<file path="src/rtl/segment_scan_ctrl.sv">
// segment_scan_ctrl: frame-snapshotting digit scanner with guard blanking.
// Define SCAN_BLINK_EN to build the blink-phase logic and honor blink_mask.
module segment_scan_ctrl #(
  parameter int DIGITS       = 4,
  parameter int PRESCALE     = 50000,
  parameter int GUARD        = 16,
  parameter int BLINK_FRAMES = 64
) (
  input  logic                clk,
  input  logic                reset_n,
  input  logic [4*DIGITS-1:0] digits_in,
  input  logic [DIGITS-1:0]   blank_mask,
  input  logic [DIGITS-1:0]   blink_mask,
  output logic [3:0]          bcd,
  output logic                enable,
  output logic [DIGITS-1:0]   digit_sel,
  output logic                frame_done,
  output logic                blink_phase
);

  localparam int DW = (PRESCALE > 1) ? $clog2(PRESCALE) : 1;
  localparam int IW = (DIGITS > 1) ? $clog2(DIGITS) : 1;
  localparam logic [DW-1:0] DIV_MAX = DW'(PRESCALE - 1);
  localparam logic [DW-1:0] DIV_GRD = DW'(GUARD);
  localparam logic [IW-1:0] IDX_MAX = IW'(DIGITS - 1);

  typedef enum logic {
    SLOT_GUARD,
    SLOT_SHOW
  } slot_e;

  logic [DW-1:0]          div_q;
  logic [DW-1:0]          div_d;
  logic [IW-1:0]          idx_q;
  logic [IW-1:0]          idx_d;
  logic [DIGITS-1:0][3:0] dig_q;
  logic [DIGITS-1:0]      blank_q;
  logic                   done_q;
  logic                   boot_q;
  logic                   slot_end;
  logic                   frame_end;
  logic                   blink_off;
  slot_e                  slot;

  always_comb begin
    slot_end  = (div_q == DIV_MAX);
    frame_end = slot_end && (idx_q == IDX_MAX);
    div_d     = slot_end ? '0 : div_q + 1'b1;
    idx_d     = idx_q;
    if (slot_end) begin
      idx_d = (idx_q == IDX_MAX) ? '0 : idx_q + 1'b1;
    end
  end

  always_ff @(posedge clk or negedge reset_n) begin
    if (!reset_n) begin
      div_q   <= '0;
      idx_q   <= '0;
      dig_q   <= '0;
      blank_q <= '0;
      done_q  <= 1'b0;
      boot_q  <= 1'b1;
    end else begin
      div_q  <= div_d;
      idx_q  <= idx_d;
      done_q <= frame_end;
      boot_q <= 1'b0;
      if (frame_end) begin
        dig_q   <= digits_in;
        blank_q <= blank_mask;
      end
    end
  end

`ifdef SCAN_BLINK_EN
  localparam int FW = (BLINK_FRAMES > 1) ? $clog2(BLINK_FRAMES) : 1;
  localparam logic [FW-1:0] FRM_MAX = FW'(BLINK_FRAMES - 1);

  logic [FW-1:0]     frm_q;
  logic [DIGITS-1:0] blink_q;
  logic              phase_q;

  always_ff @(posedge clk or negedge reset_n) begin
    if (!reset_n) begin
      frm_q   <= '0;
      blink_q <= '0;
      phase_q <= 1'b0;
    end else if (frame_end) begin
      blink_q <= blink_mask;
      if (frm_q == FRM_MAX) begin
        frm_q   <= '0;
        phase_q <= ~phase_q;
      end else begin
        frm_q <= frm_q + 1'b1;
      end
    end
  end

  assign blink_phase = phase_q;
  assign blink_off   = blink_q[idx_q] & phase_q;
`else
  logic blink_unused;
  assign blink_unused = ^{blink_mask, BLINK_FRAMES[0]};
  assign blink_phase  = 1'b0;
  assign blink_off    = 1'b0;
`endif

  assign slot = (div_q < DIV_GRD) ? SLOT_GUARD : SLOT_SHOW;

  // Post-reset first cycle opens a frame but no frame-end edge preceded it.
  assign frame_done = done_q | (boot_q & reset_n);

  always_comb begin
    bcd       = 4'h0;
    enable    = 1'b0;
    digit_sel = '0;
    if (slot == SLOT_SHOW) begin
      digit_sel = DIGITS'(1) << idx_q;
      bcd       = dig_q[idx_q];
      enable    = ~(blank_q[idx_q] | blink_off);
    end
  end

endmodule
</file>
<file path="config.mk">
export PLATFORM = sky130hd
export DESIGN_NAME = segment_scan_ctrl
export DESIGN_NICKNAME = d
export VERILOG_FILES = /design/src/rtl/segment_scan_ctrl.sv
export SDC_FILE = /design/constraint.sdc
export NUM_CORES = 1
export LEC_CHECK = 0
export CORE_MARGIN = 2
export CORE_UTILIZATION = 40
export CTS_CLUSTER_DIAMETER = 120
export DETAILED_ROUTE_END_ITERATION = 6
export PLACE_DENSITY_LB_ADDON = 0.15
export RECOVER_POWER = 25
export SETUP_SLACK_MARGIN = 0.05
export SLEW_MARGIN = 0
export SYNTH_ARGS = -nofsm -noshare
export SYNTH_HDL_FRONTEND = slang
export SYNTH_SLANG_ARGS = --single-unit
</file>
<file path="constraint.sdc">
create_clock -name clk -period 5 [get_ports clk]
set_input_delay 1 -clock clk [delete_from_list [all_inputs] [get_ports clk]]
set_output_delay 1 -clock clk [all_outputs]
set_load 0.03 [all_outputs]
</file>
==> run metrics <==
crit path time final 3630 ps; drt wl/cell 14.8 um; crit-path max FO 9; TritonCTS clock tree yes; layout cell share with drive strength beyond 1 21.1%; worst slew pin tran 2080 ps; Psw 130 uW; RePlAce Congestion 0.901; Slew HR -38.4%; GR Overflow Total 0; Final Hold Viols 0; Clock Latency Late Sink 290 ps; Warnings, synthesis 0; HP Class register to register; vias in the first global route 1297; Worst EP required 4000 ps; # H-tree levels 2; Detail Route Antenna Nets 0; fraction of power consumed by sequential logic 56.1%; HP Start div_q[0]; failing checks capacitance limit, slew limit; Buffers on Ports 31; fin crit share 72.5%; Nets 220; Post-CTS Setup Bufs 0; Int Power 470 uW; Resized cells post-CTS 0; Power Dens Cells 252 nW/um2; CP Data Arrival Time 2630 ps; Setup TNS 0 ps; initial drt markers 81; Non-Filler Instances 244; Lkg Pwr 0.00102 uW; via count 1255; Mapped Area 1930 um2; RSZ-0062 raised after global routing no; Hold Crit Depth 1; gr usage total 15.9%; largest net degree at the start of global routing 41; Worst R2R Path Depth 3; Layout area overhead 23.2%; Fmax achieved 276 MHz; Clock transition at path regs 80 ps; CP startpoint kind register; status finished with violations; CP endpoint kind output pin; Final Cell Area 2380 um2; number of CTS-inserted buffers 5; vias per cell 5.14; Residual DRC 0; antenna cells 0; reg2reg setup slack 2510 ps; TritonRoute pass-1 iters 4; clk buf depth 2; number of synthesized flops with an enable pin 0; Min-Delay Endpoint div_q[0]; Post-Synth Adder-Cell Area 3.24%; Die W 73.5 um; CORE AREA 4690 um2; setup ws final 1370 ps; clk root buf clkbuf_8; post-synthesis sequential area ratio 51.9%; Setup-failing EPs final 0; Crit Reg-Reg Startpoint idx_q[0]; ys flop type dfrtp_1; initial core utilization 41.2%; first-pass GRT wire length 6.38 mm; initial antenna violation count 0; Post-Syn Instances 154; VDD IR max 0.122 mV; Compound-Gate Fraction of Synth Area 0.777%; Synth cell types 30; Synth Area in XOR/XNOR 5.89%; aggregate routed wire length 3.61 mm; Max-Cap Viols 1; final slew viol count 41; CP Class register to output pin; Die H 73.5 um; switch share 21.7%; Gate power share 7.6%; main combinational cell family by area after synthesis multiplexers; Clock power frac 36.3%; pre-CTS WS 1660 ps; placed cells 236; asr flop ratio synth 100%; dpl hpwl 2.68 mm; Critical R2R Capture dig_q[14]; placed cell areas 2290 um2; I/O Pins 37; Die ar. 5400 um2; number of cell rows 25; #FFs+latches synth 40; commonest non-fill, non-tap cell in the layout dfrtp_1; Post-Synth Simple-Gate Area 16.6%; worst hold slack 498 ps; Clock Sinks 40; mux cell area share after synthesis 19.4%; hold_buf cts 0; syn_area_per_cell 12.5 um2; clock skew 3.83 ps; commonest cells after routing, fill and taps aside 39 x dfrtp_1, 30 x clkdlybuf4s50_1, 21 x mux2_2; Fillers 419
power by group through the flow:
stage | registers, uW | clock network [uW] | logic [uW]
floorplan | 341 | 0 | 18.7
global route | 337 | 239 | 50.3
CTS | 336 | 228 | 47.5
global placement | 342 | 0 | 46.2
detailed placement | 343 | 0 | 47.3
finish | 336 | 218 | 45.7
state kept, by name, summed over array words and instances (netlist names):
| signal | count |
|---|---|
| dig_q | 16 |
| div_q | 16 |
| blank_q | 4 |
| idx_q | 2 |
| boot_q | 1 |
| done_q | 1 |
cells in the mapped netlist (2+ instances only):
cell type / number / share of area (%)
clkbuf_1: 3 / 0.58
dfrtp_1: 39 / 51
ha_1: 5 / 3.2
inv_1: 4 / 0.78
mux2_2: 21 / 12
mux4_2: 5 / 5.8
nand2_1: 7 / 1.4
nand3_1: 4 / 1.0
nand4_1: 8 / 2.6
nor2_1: 15 / 2.9
nor2b_1: 9 / 2.9
nor3_1: 3 / 0.78
nor4_1: 2 / 0.65
nor4_4: 2 / 2.2
xnor2_1: 7 / 3.2
xor2_1: 6 / 2.7
area by class of cell:
| type | count | area (um2) | area share, % |
|---|---|---|---|
| Clock inverter | 2 | 10.0 | 0.421 |
| Sequential cell | 40 | 1000 | 42.1 |
| Inverter | 4 | 15.0 | 0.631 |
| Timing Repair Buffer | 32 | 308 | 12.9 |
| Tap cell | 54 | 67.6 | 2.84 |
| Clock buffer | 6 | 82.6 | 3.47 |
| Multi-Input combinational cell | 106 | 895 | 37.6 |
worst max-delay path: stages (launching register included):
cell	delay [ps]
dfrtp_1	480
or4_1	580
nor3_2	520
nor2b_1	140
clkdlybuf4s50_1	620
how the worst max path moves through the flow:
stage / startpoint / endpoint / slack [ps] / cells past startpoint
floorplan: idx_q[0] / enable / 2340 / 3
global placement: div_q[9] / digit_sel[2] / 1640 / 4
detailed placement: div_q[9] / digit_sel[0] / 1660 / 4
CTS: div_q[9] / bcd[3] / 1320 / 4
global route: div_q[9] / enable / 1200 / 4
finish: div_q[9] / bcd[3] / 1370 / 4
per-stage QoR:
stage	power (uW)	utilization [%]
2_1_floorplan	360	-
3_5_place_dp	390	48.9
3_3_place_gp	388	48.9
6_report	600	50.7
4_1_cts	612	50.8
5_1_grt	626	50.7
per-layer routing:
layer | part of all wire [%] | vias to the layer above | track usage [%]
met4 | 1.6 | 0 | 5.45
met5 | 0 | - | 0
li1 | - | 602 | -
met3 | 4.7 | 7 | 5.35
met2 | 50 | 24 | 25.6
met1 | 44 | 622 | 19.9
kinds of logic (layout without fill, tap and decap cells):
logic type | Yosys count | count (layout)
AOI/OAI and AO/OA | 2 | 2
and+or+nand+nor | 56 | 56
adders and majority gates | 5 | 5
buffers and inverters | 9 | 44
DFF | 40 | 40
muxes | 28 | 28
other | 1 | 2
xor gates and xnor gates | 13 | 13
Note: power is estimated with default switching activity, not from simulation.
